**src/rtl/cu_pkg.sv**
```systemverilog
// Shared encodings for the hardwired control unit: opcodes, sequencer states,
// ALU one-hot bit positions and the bundled DataPath control word.
package cu_pkg;

  localparam logic [4:0] OP_LD   = 5'd0,  OP_LDI  = 5'd1,  OP_ST   = 5'd2;
  localparam logic [4:0] OP_ADD  = 5'd3,  OP_SUB  = 5'd4,  OP_AND  = 5'd5,  OP_OR   = 5'd6;
  localparam logic [4:0] OP_SHR  = 5'd7,  OP_SHRA = 5'd8,  OP_SHL  = 5'd9,  OP_ROR  = 5'd10;
  localparam logic [4:0] OP_ROL  = 5'd11, OP_ADDI = 5'd12, OP_ANDI = 5'd13, OP_ORI  = 5'd14;
  localparam logic [4:0] OP_MUL  = 5'd15, OP_DIV  = 5'd16, OP_NEG  = 5'd17, OP_NOT  = 5'd18;
  localparam logic [4:0] OP_BR   = 5'd19, OP_JR   = 5'd20, OP_JAL  = 5'd21, OP_IN   = 5'd22;
  localparam logic [4:0] OP_OUT  = 5'd23, OP_MFHI = 5'd24, OP_MFLO = 5'd25, OP_NOP  = 5'd26;
  localparam logic [4:0] OP_HALT = 5'd27;

  typedef enum logic [3:0] {
    RST = 4'd0, T0 = 4'd1, T1 = 4'd2, T2 = 4'd3, T3 = 4'd4,
    T4 = 4'd5, T5 = 4'd6, T6 = 4'd7, T7 = 4'd8, HALT = 4'd9
  } state_e;

  localparam int ALU_W = 13;
  localparam int ALU_AND = 0, ALU_OR = 1, ALU_ADD = 2, ALU_SUB = 3, ALU_MUL = 4;
  localparam int ALU_DIV = 5, ALU_SHR = 6, ALU_SHRA = 7, ALU_SHL = 8, ALU_ROR = 9;
  localparam int ALU_ROL = 10, ALU_NEG = 11, ALU_NOT = 12;

  typedef logic [ALU_W-1:0] alu_op_t;

  typedef struct packed {
    logic pc_out, zlow_out, zhigh_out, mdr_out, hi_out, lo_out, inport_out, c_out, ba_out;
    logic pc_in, mar_in, mdr_in, ir_in, y_in, z_in, hi_in, lo_in, con_in, outport_in;
    logic gra, grb, grc, r_in, r_out, link;
    logic inc_pc, read, write;
    alu_op_t alu_op;
  } ctrl_t;

  // ALU operation implied by an arithmetic/logic opcode; zero for everything else.
  function automatic alu_op_t alu_for_opcode(input logic [4:0] op);
    alu_op_t sel;
    sel = '0;
    case (op)
      OP_ADD, OP_ADDI: sel[ALU_ADD]  = 1'b1;
      OP_AND, OP_ANDI: sel[ALU_AND]  = 1'b1;
      OP_OR,  OP_ORI:  sel[ALU_OR]   = 1'b1;
      OP_SUB:          sel[ALU_SUB]  = 1'b1;
      OP_SHR:          sel[ALU_SHR]  = 1'b1;
      OP_SHRA:         sel[ALU_SHRA] = 1'b1;
      OP_SHL:          sel[ALU_SHL]  = 1'b1;
      OP_ROR:          sel[ALU_ROR]  = 1'b1;
      OP_ROL:          sel[ALU_ROL]  = 1'b1;
      OP_MUL:          sel[ALU_MUL]  = 1'b1;
      OP_DIV:          sel[ALU_DIV]  = 1'b1;
      OP_NEG:          sel[ALU_NEG]  = 1'b1;
      OP_NOT:          sel[ALU_NOT]  = 1'b1;
      default: ;
    endcase
    return sel;
  endfunction

endpackage

```
**src/rtl/cu_step_decode.sv**
```systemverilog
// Stateless decode of (state, opcode, BranchOut, Strobe) into the control word.
// CU_INPORT_HANDSHAKE_EN makes `in` wait in T3 until Strobe is high.
module cu_step_decode
  import cu_pkg::*;
(
  input  state_e     state_i,
  input  logic [4:0] opcode_i,
  input  logic       branch_i,
  input  logic       strobe_i,
  output ctrl_t      ctrl_o,
  output logic       last_step_o,
  output logic       stall_o
);

  alu_op_t op_alu;
  assign op_alu = alu_for_opcode(opcode_i);

`ifndef CU_INPORT_HANDSHAKE_EN
  logic unused_strobe;
  assign unused_strobe = strobe_i;
`endif

  always_comb begin
    ctrl_o      = '0;
    last_step_o = 1'b0;
    stall_o     = 1'b0;
    case (state_i)
      T0: begin ctrl_o.pc_out = 1'b1; ctrl_o.mar_in = 1'b1; ctrl_o.inc_pc = 1'b1; ctrl_o.z_in = 1'b1; end
      T1: begin ctrl_o.zlow_out = 1'b1; ctrl_o.pc_in = 1'b1; ctrl_o.read = 1'b1; ctrl_o.mdr_in = 1'b1; end
      T2: begin ctrl_o.mdr_out = 1'b1; ctrl_o.ir_in = 1'b1; end
      T3: case (opcode_i)
        OP_LD, OP_LDI, OP_ST: begin ctrl_o.grb = 1'b1; ctrl_o.ba_out = 1'b1; ctrl_o.y_in = 1'b1; end
        OP_ADD, OP_SUB, OP_AND, OP_OR, OP_SHR, OP_SHRA, OP_SHL, OP_ROR, OP_ROL,
        OP_ADDI, OP_ANDI, OP_ORI: begin ctrl_o.grb = 1'b1; ctrl_o.r_out = 1'b1; ctrl_o.y_in = 1'b1; end
        OP_MUL, OP_DIV: begin ctrl_o.gra = 1'b1; ctrl_o.r_out = 1'b1; ctrl_o.y_in = 1'b1; end
        OP_NEG, OP_NOT: begin ctrl_o.grb = 1'b1; ctrl_o.r_out = 1'b1; ctrl_o.alu_op = op_alu; ctrl_o.z_in = 1'b1; end
        OP_BR:  begin ctrl_o.gra = 1'b1; ctrl_o.r_out = 1'b1; ctrl_o.con_in = 1'b1; end
        OP_JR:  begin ctrl_o.gra = 1'b1; ctrl_o.r_out = 1'b1; ctrl_o.pc_in = 1'b1; last_step_o = 1'b1; end
        OP_JAL: begin ctrl_o.pc_out = 1'b1; ctrl_o.link = 1'b1; ctrl_o.r_in = 1'b1; end
        OP_IN: begin
`ifdef CU_INPORT_HANDSHAKE_EN
          if (strobe_i) begin
            ctrl_o.inport_out = 1'b1; ctrl_o.gra = 1'b1; ctrl_o.r_in = 1'b1; last_step_o = 1'b1;
          end else begin
            stall_o = 1'b1;
          end
`else
          ctrl_o.inport_out = 1'b1; ctrl_o.gra = 1'b1; ctrl_o.r_in = 1'b1; last_step_o = 1'b1;
`endif
        end
        OP_OUT:  begin ctrl_o.gra = 1'b1; ctrl_o.r_out = 1'b1; ctrl_o.outport_in = 1'b1; last_step_o = 1'b1; end
        OP_MFHI: begin ctrl_o.hi_out = 1'b1; ctrl_o.gra = 1'b1; ctrl_o.r_in = 1'b1; last_step_o = 1'b1; end
        OP_MFLO: begin ctrl_o.lo_out = 1'b1; ctrl_o.gra = 1'b1; ctrl_o.r_in = 1'b1; last_step_o = 1'b1; end
        default: last_step_o = 1'b1;  // nop, halt and unused opcodes idle for one step
      endcase
      T4: case (opcode_i)
        OP_LD, OP_LDI, OP_ST: begin ctrl_o.c_out = 1'b1; ctrl_o.alu_op[ALU_ADD] = 1'b1; ctrl_o.z_in = 1'b1; end
        OP_ADD, OP_SUB, OP_AND, OP_OR, OP_SHR, OP_SHRA, OP_SHL, OP_ROR, OP_ROL:
          begin ctrl_o.grc = 1'b1; ctrl_o.r_out = 1'b1; ctrl_o.alu_op = op_alu; ctrl_o.z_in = 1'b1; end
        OP_ADDI, OP_ANDI, OP_ORI: begin ctrl_o.c_out = 1'b1; ctrl_o.alu_op = op_alu; ctrl_o.z_in = 1'b1; end
        OP_MUL, OP_DIV: begin ctrl_o.grb = 1'b1; ctrl_o.r_out = 1'b1; ctrl_o.alu_op = op_alu; ctrl_o.z_in = 1'b1; end
        OP_NEG, OP_NOT: begin ctrl_o.zlow_out = 1'b1; ctrl_o.gra = 1'b1; ctrl_o.r_in = 1'b1; last_step_o = 1'b1; end
        OP_BR:  begin ctrl_o.pc_out = 1'b1; ctrl_o.y_in = 1'b1; end
        OP_JAL: begin ctrl_o.gra = 1'b1; ctrl_o.r_out = 1'b1; ctrl_o.pc_in = 1'b1; last_step_o = 1'b1; end
        default: last_step_o = 1'b1;
      endcase
      T5: case (opcode_i)
        OP_LD, OP_ST: begin ctrl_o.zlow_out = 1'b1; ctrl_o.mar_in = 1'b1; end
        OP_LDI, OP_ADD, OP_SUB, OP_AND, OP_OR, OP_SHR, OP_SHRA, OP_SHL, OP_ROR, OP_ROL,
        OP_ADDI, OP_ANDI, OP_ORI: begin ctrl_o.zlow_out = 1'b1; ctrl_o.gra = 1'b1; ctrl_o.r_in = 1'b1; last_step_o = 1'b1; end
        OP_MUL, OP_DIV: begin ctrl_o.zlow_out = 1'b1; ctrl_o.lo_in = 1'b1; end
        OP_BR: begin ctrl_o.c_out = 1'b1; ctrl_o.alu_op[ALU_ADD] = 1'b1; ctrl_o.z_in = 1'b1; end
        default: last_step_o = 1'b1;
      endcase
      T6: case (opcode_i)
        OP_LD: begin ctrl_o.read = 1'b1; ctrl_o.mdr_in = 1'b1; end
        OP_ST: begin ctrl_o.gra = 1'b1; ctrl_o.r_out = 1'b1; ctrl_o.write = 1'b1; last_step_o = 1'b1; end
        OP_MUL, OP_DIV: begin ctrl_o.zhigh_out = 1'b1; ctrl_o.hi_in = 1'b1; last_step_o = 1'b1; end
        OP_BR: begin
          ctrl_o.zlow_out = branch_i; ctrl_o.pc_in = branch_i; last_step_o = 1'b1;
        end
        default: last_step_o = 1'b1;
      endcase
      T7: begin
        if (opcode_i == OP_LD) begin ctrl_o.mdr_out = 1'b1; ctrl_o.gra = 1'b1; ctrl_o.r_in = 1'b1; end
        last_step_o = 1'b1;
      end
      default: ;
    endcase
  end

endmodule

```
**src/rtl/control_unit.sv**
```systemverilog
// Hardwired Moore sequencer driving the DataPath: fetch T0-T2, execute T3-T7.
// Optional build macro: CU_INPORT_HANDSHAKE_EN (Strobe-gated `in`).
module control_unit
  import cu_pkg::*;
#(
  parameter int OP_MSB = 31,
  parameter int OP_W   = 5
) (
  input  logic        Clock,
  input  logic        Clear,
  input  logic [31:0] IR,
  input  logic        BranchOut,
  input  logic        Strobe,
  output logic        PCout, Zlowout, Zhighout, MDRout, HIout, LOout, InPortout, Cout, BAout,
  output logic        PCin, MARin, MDRin, IRin, Yin, Zin, HIin, LOin, CONin, OutPortIn,
  output logic        Gra, Grb, Grc, Rin, Rout, Link,
  output logic        IncPC, Read, Write,
  output logic [12:0] AluOp,
  output logic        Run,
  output logic [3:0]  State
);

  state_e     state_q, state_d;
  ctrl_t      ctrl;
  logic       last_step, stall;
  logic [4:0] opcode;
  logic       unused_ir;

  assign opcode    = 5'(IR[OP_MSB -: OP_W]);
  assign unused_ir = ^IR;

  cu_step_decode u_step_decode (
    .state_i     (state_q),
    .opcode_i    (opcode),
    .branch_i    (BranchOut),
    .strobe_i    (Strobe),
    .ctrl_o      (ctrl),
    .last_step_o (last_step),
    .stall_o     (stall)
  );

  always_comb begin
    state_d = state_q;
    case (state_q)
      RST:  state_d = T0;
      HALT: state_d = HALT;
      default: begin
        if (stall)
          state_d = state_q;
        else if (last_step)
          state_d = (state_q == T3 && opcode == OP_HALT) ? HALT : T0;
        else
          state_d = state_e'(state_q + 4'd1);
      end
    endcase
  end

  always_ff @(posedge Clock or negedge Clear) begin
    if (!Clear) state_q <= RST;
    else        state_q <= state_d;
  end

  assign {PCout, Zlowout, Zhighout, MDRout, HIout, LOout, InPortout, Cout, BAout} =
         {ctrl.pc_out, ctrl.zlow_out, ctrl.zhigh_out, ctrl.mdr_out, ctrl.hi_out,
          ctrl.lo_out, ctrl.inport_out, ctrl.c_out, ctrl.ba_out};
  assign {PCin, MARin, MDRin, IRin, Yin, Zin, HIin, LOin, CONin, OutPortIn} =
         {ctrl.pc_in, ctrl.mar_in, ctrl.mdr_in, ctrl.ir_in, ctrl.y_in, ctrl.z_in,
          ctrl.hi_in, ctrl.lo_in, ctrl.con_in, ctrl.outport_in};
  assign {Gra, Grb, Grc, Rin, Rout, Link} = {ctrl.gra, ctrl.grb, ctrl.grc, ctrl.r_in, ctrl.r_out, ctrl.link};
  assign {IncPC, Read, Write} = {ctrl.inc_pc, ctrl.read, ctrl.write};
  assign AluOp = ctrl.alu_op;
  assign Run   = (state_q != RST) && (state_q != HALT);
  assign State = state_q;

endmodule

```
**config.mk**
```make
export PLATFORM = sky130hd
export DESIGN_NAME = control_unit
export DESIGN_NICKNAME = d
export VERILOG_FILES = /design/src/rtl/cu_pkg.sv /design/src/rtl/cu_step_decode.sv /design/src/rtl/control_unit.sv
export SDC_FILE = /design/constraint.sdc
export NUM_CORES = 1
export LEC_CHECK = 0
export ABC_AREA = 1
export BUFFER_PORTS_ARGS = -buffer_cell sky130_fd_sc_hd__buf_4
export CELL_PAD_IN_SITES_DETAIL_PLACEMENT = 1
export CELL_PAD_IN_SITES_GLOBAL_PLACEMENT = 1
export CORE_MARGIN = 2
export CORE_UTILIZATION = 27
export DETAILED_ROUTE_END_ITERATION = 10
export PLACE_DENSITY = 0.88
export SKIP_LAST_GASP = 1
export SYNTH_ARGS = -nofsm -noshare
export SYNTH_HDL_FRONTEND = slang
export SYNTH_SLANG_ARGS = --single-unit
```
**constraint.sdc**
```tcl
create_clock -name Clock -period 3.35 [get_ports Clock]
set_input_delay 0.5025 -clock Clock [delete_from_list [all_inputs] [get_ports Clock]]
set_output_delay 0.5025 -clock Clock [all_outputs]
set_load 0.02 [all_outputs]
```
## After elaboration in Yosys (flattened, before gate mapping)

Index checks and enable logic that the tools add are counted.

- Input bits: 36
- Output and inout port bits: 46
- Register bits: 4

- $add $sub $neg: 1
- Reductions and logical operators: 26
- Muxes and demuxes: 75
- Eq/ne operators: 36

Operators by type and width:

| kind | number |
|---|---|
| $eq A5 B5 Y1 const B | 11 |
| $mux W1 | 49 |
| $eq A5 B4 Y1 const B | 8 |
| $reduce_or A17 Y1 | 2 |
| $reduce_or A21 Y1 | 1 |
| $eq A5 B3 Y1 const B | 4 |
| $pmux W10 S2 | 1 |
| $reduce_or A19 Y1 | 1 |
| $reduce_or A18 Y1 | 1 |
| $eq A4 B3 Y1 const B | 4 |
| $pmux W1 S4 | 4 |
| $pmux W1 S2 | 7 |
| $reduce_or A14 Y1 | 1 |
| $mux W13 | 1 |
| $reduce_or A13 Y1 | 1 |
| $reduce_or A12 Y1 | 1 |
| $reduce_or A2 Y1 | 6 |
| $eq A5 B2 Y1 const B | 2 |
| $mux W10 | 1 |
| $pmux W1 S5 | 2 |
| $pmux W1 S3 | 3 |
| $reduce_or A9 Y1 | 1 |
| $eq A4 B2 Y1 const B | 2 |
| $eq A4 B4 Y1 const B | 2 |
| 18 further kinds | 22 |

## Depth between registers and ports, before layout

Gate-level depths: netlist of the first run.

- Depth in word-level cells: 6
- Gate-level depth with buffers: 13
- Gate-level depth less buffers: 13

## Cells and area by module

A second synthesis of the first run with hierarchy kept.

- Cell total of the unflattened synthesis: 247
- Area, all modules: 1298.7 µm²

By module, submodules not included:

| module | times used | area an instance (µm²) | sequential area each (µm²) | cells an instance |
|---|---|---|---|---|
| cu_step_decode | 1 | 970.9 | 0.0 | 203 |
| control_unit | 1 | 327.8 | 100.1 | 44 |

## Least setup slack after synthesis of the first run

OpenSTA, ideal clock, no wires.

- Kind: reg2out
- From: register state_q[1], in the netlist State[1]
- To: output AluOp[0]
- Stages on the path, launching flop included: 8
- Slack: 0.793 ns
- Buffers on the path: 1
- Data arrival time: 2.054 ns
- Cells stage by stage: dfrtp_1 inv_1 ha_1 inv_1 nor2_1 inv_1 clkbuf_1 nor4_1

- Cells in the longest elaborated chain, start to end: 2
- Elaborated cells between the ends (all ways): 3
- Classes of those cells: eq/ne (2); mux (1)

RTL lines:

| what | RTL line | RTL |
|---|---|---|
| from (decl) | control_unit.sv:23 | `state_e state_q, state_d;` |
| from (signal assigned) | control_unit.sv:60 | `else state_q <= state_d;` |
| $eq A4 B3 Y1 | cu_step_decode.sv:27 | `case (state_i)` |
| $pmux W2 S2 * | cu_step_decode.sv:27 |  |
| to (decl) | control_unit.sv:18 | `output logic [12:0] AluOp,` |

Mark *: on every way between the ends. The rest lies on a longest branch, timed or not.

## Final worst setup path of the first run

- From: register state_q[1], in the netlist State[1]
- To: output Gra

- Cells in the longest elaborated chain, start to end: 2
- Elaborated cells between the ends (all ways): 6
- Classes of those cells: eq/ne (5); mux (1)

RTL lines:

| what | RTL line | RTL |
|---|---|---|
| $eq A4 B4 Y1 / $eq A4 B3 Y1 (equally long branches) | cu_step_decode.sv:27 |  |
| $pmux W1 S5 * | cu_step_decode.sv:27 |  |
| to (decl) | control_unit.sv:16 | `output logic Gra, Grb, Grc, Rin, Rout, Link,` |

Marks and branches as above.

==> results of run 1 <==
## through the flow
stage | std cells | total power, mW | worst slack (ns) | instance area [µm²] | hold slack, ns
after CTS | 333 | 0.2256 | 0.5053 | 1649 | 0.06407
after global routing | 333 | 0.2374 | 0.2829 | 1649 | 0.06428
after global placement | 330 | 0.1166 | 0.7944 | 1608 | 0.2973
final | 333 | 0.2216 | 0.5188 | 1649 | 0.07073
after detailed placement | 330 | 0.1183 | 0.7430 | 1608 | 0.3013
after floorplan | 231 | 0.09395 | 0.7932 | 1180 | 0.2069
## per-layer routing
layer / track usage, % / wire length [µm] / up-vias
met5: 0 / 0 / -
met4: 1.923 / 0 / 0
met3: 2.165 / 267 / 0
met2: 29.63 / 2100 / 58
met1: 26.80 / 2258 / 769
li1: - / - / 856
## cell usage after synthesis
master	count
buf_4	4
ha_1	4
o22ai_1	3
nand2_1	52
nor2_2	7
xnor2_1	1
o221ai_1	1
nor2_4	1
nor2_1	47
nand3b_1	1
nor4_1	4
inv_2	4
a31oi_1	1
xor2_1	1
inv_1	29
clkbuf_1	2
nor3_1	11
nand2_2	3
a21oi_1	7
nand4_1	3
a32oi_1	1
o211ai_1	1
nand3_2	2
o21ai_2	1
buf_2	1
nand3_1	27
a21boi_0	2
dfrtp_1	4
o21ai_0	6
## worst max path at each step
stage          slack (ns)  endpoint      from
6_report             0.52       Gra  State[1]
5_1_grt              0.28       Gra  State[1]
4_1_cts              0.51       Gra  State[1]
3_5_place_dp         0.74       Gra  State[1]
3_3_place_gp         0.79       Grb    IR[27]
2_1_floorplan        0.79  AluOp[0]  State[1]
## power breakdown
part,internal (mW),switching (mW),total [mW]
sequential,0.0487,0,0.0487
combinational,0.0197,0.0508,0.0705
clock,0.0767,0.0257,0.102
total,0.145,0.0765,0.222
## cells by family (layout without fill, tap and decap cells)
logic type / after synthesis / count (layout) / share of synthesized area [%]
AND/OR/NAND/NOR: 158 / 158 / 59.92
buffers and inverters: 40 / 90 / 14.10
adder cells (fa/ha/maj): 4 / 4 / 4.242
flip-flops: 4 / 4 / 8.484
AO/OA/AOI/OAI: 23 / 23 / 11.77
XOR/XNOR: 2 / 2 / 1.485
## area by class of cell
class,count,area [µm²]
repair buffers,54,405.4
clock buffers,3,41.29
inverters,33,123.9
multi-input cells,187,913.4
fillers,619,2645
flip-flops and latches,4,100.1
well taps,52,65.06
==> metrics.cfg, run 1 <==
[setup_path]
crit_fanout = 16
cp_slowest_cell = dfrtp_1
cp.required_ns = 2.85
end_kind = output port
cp_num_buf_inv = 5
crit_top_cell = inv_1
rrSetupSlack_ns = 1.29
path_delay_family = buffers and inverters
criticalPathCategory = reg2out
critPathMaxStageDelay_ns = 0.41
rr_worst_depth = 11
r2r_end = State[3]
path_depth = 10
start_kind = flip-flop
worstPathArrival_ns = 2.33
r2r_start = State[0]
worstPathCellList = inv_1 > ha_1 > inv_1 > nor2_1 > buf_4 > inv_1 > nor2_1 > nor4_1 > nand3_1 > buf_4

[die]
die_width_um = 70.11
ios = 82
die_h_um = 70.11
dieArea_mm2 = 0.004915
initial_core_util_pct = 27.48
rows = 24
core_mm2 = 0.004294

[cts]
clkTransAtPathRegs_ns = 0.03
cts_root_buf = clkbuf_8
cts_buffers = 3
post_cts_buffers = 0
clock_sinks = 4
hold_buffers = 0
cts_buffer_depth = 2
cts.htree.levels = 1
worstSkewPairLatency_ns = 0.22
post_cts_resized = 0
cts_tree = done

[min_path]
hold_path_class = in2async

[routing]
ant_nets = 0
finalWirelength_um = 4626
drtPass1Iterations = 4
viasPerCell = 5.054
drtIter0Drc = 82
drc = 0
vias = 1683
post_drt_wl_per_cell_um = 13.89

[synthesis]
yosys.area.top_type = nand2_1
syn_inst = 231
ys_types = 29
synth-seq-cells = 4
yosysWarningCount = 0
synth_top_area_share_pct = 16.54
ys_top_cells_by_area = nand2_1 17%, nor2_1 15%, nand3_1 11%
synth_area_mm2 = 0.001180
syn_nets = 271
yosysSeqAreaShare_pct = 8.484
postSynthAreaPerCell_um2 = 5.108

[sta]
timing.final.hold_violations = 0
tns_ns = 0
setup_viol = 0
finalCritPeriodShare_pct = 84.51
tightestPinTransition_ns = 0.5904
skew_ns = 0.005195
maxSlewHeadroom_pct = 60.53
rsz0062_at_grt = false
slew_violations = 0
fmax_mhz = 353.2
finalCriticalPeriod_ns = 2.831

[global_routing]
grt_max_degree = 17
grt_pass1_vias = 1614
antenna_found_initial = 0
grtUsageTotal_pct = 18.27
overflow = 0
grt_pass1_wl_um = 7493

[final_layout]
final_cell_mix = 54 x buf_4, 52 x nand2_1, 47 x nor2_1
drive_gt1_share_pct = 26.69
final_nets = 323
utilization_pct = 38.40
area_delta_synth_final_pct = 39.77
diodes = 0
largest_reg_flops = 4
layout_commonest_cell = buf_4

[placement]
io_buffer_count = 53
gp_congestion = 0.8884
dp_hpwl_um = 3847

[power_and_ir_drop]
leakage_nw = 0.9025
power_density_mw_per_mm2 = 134.4
vdd_drop_max_mv = 0.1117

[run_status]
status = finished, final reports clean

[job]
cap_violations = 0

Power figures use the tool's default switching activity.
==> inputs of run 2 (changes only) <==
--- a/config.mk
+++ b/config.mk
@@ -10,9 +10,9 @@
 export CELL_PAD_IN_SITES_DETAIL_PLACEMENT = 1
 export CELL_PAD_IN_SITES_GLOBAL_PLACEMENT = 1
 export CORE_MARGIN = 2
-export CORE_UTILIZATION = 27
+export CORE_UTILIZATION = 23
 export DETAILED_ROUTE_END_ITERATION = 10
-export PLACE_DENSITY = 0.88
+export PLACE_DENSITY = 0.8
 export SKIP_LAST_GASP = 1
 export SYNTH_ARGS = -nofsm -noshare
 export SYNTH_HDL_FRONTEND = slang
==> constraint.sdc (replaced) <==
create_clock -name Clock -period 2.4 [get_ports Clock]
set_input_delay 0.36 -clock Clock [delete_from_list [all_inputs] [get_ports Clock]]
set_output_delay 0.36 -clock Clock [all_outputs]
set_load 0.02 [all_outputs]
==> metrics.cfg, run 2 (synthesis results as in run 1) <==
[final_layout]
n_fill_cell = 694  ; +12%
multi_input_area_um2 = 935.9  ; +2.5%
drive_gt1_share_pct = 29.02  ; +2.3 points
regArea_um2 = 100.1  ; unchanged
layout_commonest_cell = buf_4
final_nets = 328  ; +1.5%
largest_reg_flops = 4  ; unchanged
diodes = 0  ; unchanged
final_cell_mix = 58 x buf_4, 51 x nand2_1, 46 x nor2_1
area_delta_synth_final_pct = 46.98

[min_path]
hold_path_class = in2async

[global_routing]
grt_pass1_wl_um = 7590  ; +1.3%
grt.busiest_layer = met2
grt_use_met3_pct = 3.175  ; +1.0 points
grt_pass1_vias = 1613  ; -0.062%
grt_use_met1_pct = 23.91  ; -2.9 points
overflow = 0  ; unchanged
grtUsageTotal_pct = 16.92  ; -1.4 points
use_met2_pct = 28.02  ; -1.6 points
grt_max_degree = 15  ; -2
antenna_found_initial = 0  ; unchanged

[placement]
place_ws_ns = 0.06740  ; -0.6756 ns
dp_hpwl_um = 4119  ; +7.1%
io_buffer_count = 53  ; unchanged
gp_congestion = 0.8893  ; +0.10%

[die]
die_width_um = 75.63  ; +7.9%
initial_core_util_pct = 23.40  ; -4.1 points
dieArea_mm2 = 0.005719  ; +16%
rows = 26  ; +8.3%
core_mm2 = 0.005042  ; +17%
die_h_um = 75.63  ; +7.9%
ios = 82  ; unchanged

[setup_path]
end_kind = output port
worstPathArrival_ns = 1.93  ; -0.40 ns
critPathMaxStageDelay_ns = 0.30  ; -0.11 ns
cp_num_buf_inv = 3  ; -2
path_delay_family = simple AND/OR/NAND/NOR gates
r2r_start = State[1]
path_depth = 9  ; -1
cp.required_ns = 2.04  ; -0.81 ns
start_kind = primary input
criticalPathCategory = in2out
worstPathCellList = buf_4 > nor2_2 > nand3_1 > nand2_2 > inv_1 > nand3_1 > nor2_1 > o221ai_1 > buf_4
rr_worst_depth = 14  ; +3
cp-endpoint = Zlowout
cp-startpoint = IR[27]
r2r_end = State[3]
rrSetupSlack_ns = 0.41  ; -0.88 ns
crit_fanout = 8  ; -8
cp_slowest_cell = nor2_2

[sta]
rsz0062_at_grt = false
maxSlewHeadroom_pct = 77.12  ; +17 points
finalCriticalPeriod_ns = 2.292
setup_viol = 0  ; unchanged
finalCritPeriodShare_pct = 95.51
slew_violations = 0  ; unchanged
tightestPinTransition_ns = 0.3429  ; -0.2475 ns
timing.final.hold_violations = 0  ; unchanged
skew_ns = 0.005189  ; -0.000006280 ns
final.setup.worst_slack_ns = 0.1077  ; -0.4111 ns
fmax_mhz = 436.2

[routing]
ant_nets = 0  ; unchanged
post_drt_wl_per_cell_um = 13.70  ; -1.4%
vias = 1708  ; +1.5%
drc = 0  ; unchanged
drtIter0Drc = 81  ; -1.2%
drtPass1Iterations = 4  ; unchanged
finalWirelength_um = 4878  ; +5.4%
viasPerCell = 4.798  ; -5.1%

[cts]
clock_sinks = 4  ; unchanged
cts_buffers = 3  ; unchanged
worstSkewPairLatency_ns = 0.22  ; about the same
cts_root_buf = clkbuf_8
cts.htree.levels = 1  ; unchanged
clkTransAtPathRegs_ns = 0.03  ; about the same
cts_tree = done
cts_buffer_depth = 2  ; unchanged
post_cts_buffers = 0  ; unchanged

[job]
cap_violations = 0  ; unchanged

[power_and_ir_drop]
leakage_nw = 0.9254  ; +2.5%
power_uw = 310.3  ; +40%
power_density_mw_per_mm2 = 179.0  ; +33%
vdd_drop_max_mv = 0.1525  ; +37%

[run_status]
status = finished, final reports clean

## run 2: cell count changes in the layout (fill, tap and decap cells not counted)
cell	change
dlygate4sd3_1	+1
o21ai_2	-1
nand2_2	+1
nand2_1	-1
inv_2	+1
o21ai_4	+1
inv_1	-1
nor2_4	+1
nand3_2	+1
nand3_1	-1
buf_4	+4
nor2_1	-1
## run 2: per-stage QoR
step | util [%] | TNS [ns] | instances | hold WS, ns | area, µm²
after floorplan | - | -0.02853 | 231 | 0.06441 | 1180
after global placement | 32.93 | 0 | 352 | 0.1556 | 1660
after detailed placement | 32.93 | 0 | 352 | 0.1577 | 1660
after CTS | 33.95 | 0 | 356 | 0.4667 | 1712
after global routing | 34.39 | 0 | 356 | 0.4818 | 1734
final | 34.39 | 0 | 356 | 0.4836 | 1734
## run 2: where the power goes
group | switching, mW | internal [mW] | leakage [nW]
clock network | 0.0338 | 0.107 | 0.0216
logic | 0.0725 | 0.0294 | 0.858
registers | 0 | 0.0679 | 0.0455
total | 0.106 | 0.204 | 0.925
## run 2: worst register-to-register path, delay by kind of cell, from the launching register on
family                   cells  cell delay [ns]
flip-flops                   1             0.42
adder cells (fa/ha/maj)      1             0.17
buffers and inverters        3             0.37
AND/OR/NAND/NOR             10             0.90
## run 2: worst min path at each step
stage           from        to  depth (start not counted)
2_1_floorplan  Clear  State[0]                          0
5_1_grt        Clear  State[2]                          2
6_report       Clear  State[1]                          2
4_1_cts        Clear  State[2]                          2
3_3_place_gp   Clear  State[2]                          1
3_5_place_dp   Clear  State[2]                          1
## run 2: routing by layer
| layer | part of all wire, % | wire length, µm | up-vias |
|---|---|---|---|
| met5 | 0 | 0 | - |
| met4 | 0 | 0 | 0 |
| met3 | 4.6 | 224 | 0 |
| met2 | 45 | 2196 | 45 |
| met1 | 50 | 2458 | 804 |
| li1 | - | - | 859 |
## run 2: area by class of cell
cell class / instances / area share (%)
timing repair buffer: 59 / 25.69
clock buffer: 3 / 2.381
tap: 70 / 5.051
inverter: 33 / 7.143
sequential: 4 / 5.772
multi-input combinational: 187 / 53.97
## run 2: what timing repair did
| action | 4_1_cts | 5_1_grt |
|---|---|---|
| setup endpoints to repair | 0 | 7 |
| endpoints found under the hold margin | 4 | 0 |
| hold buffers | 1 | 0 |
| gates resized for setup | 0 | 6 |
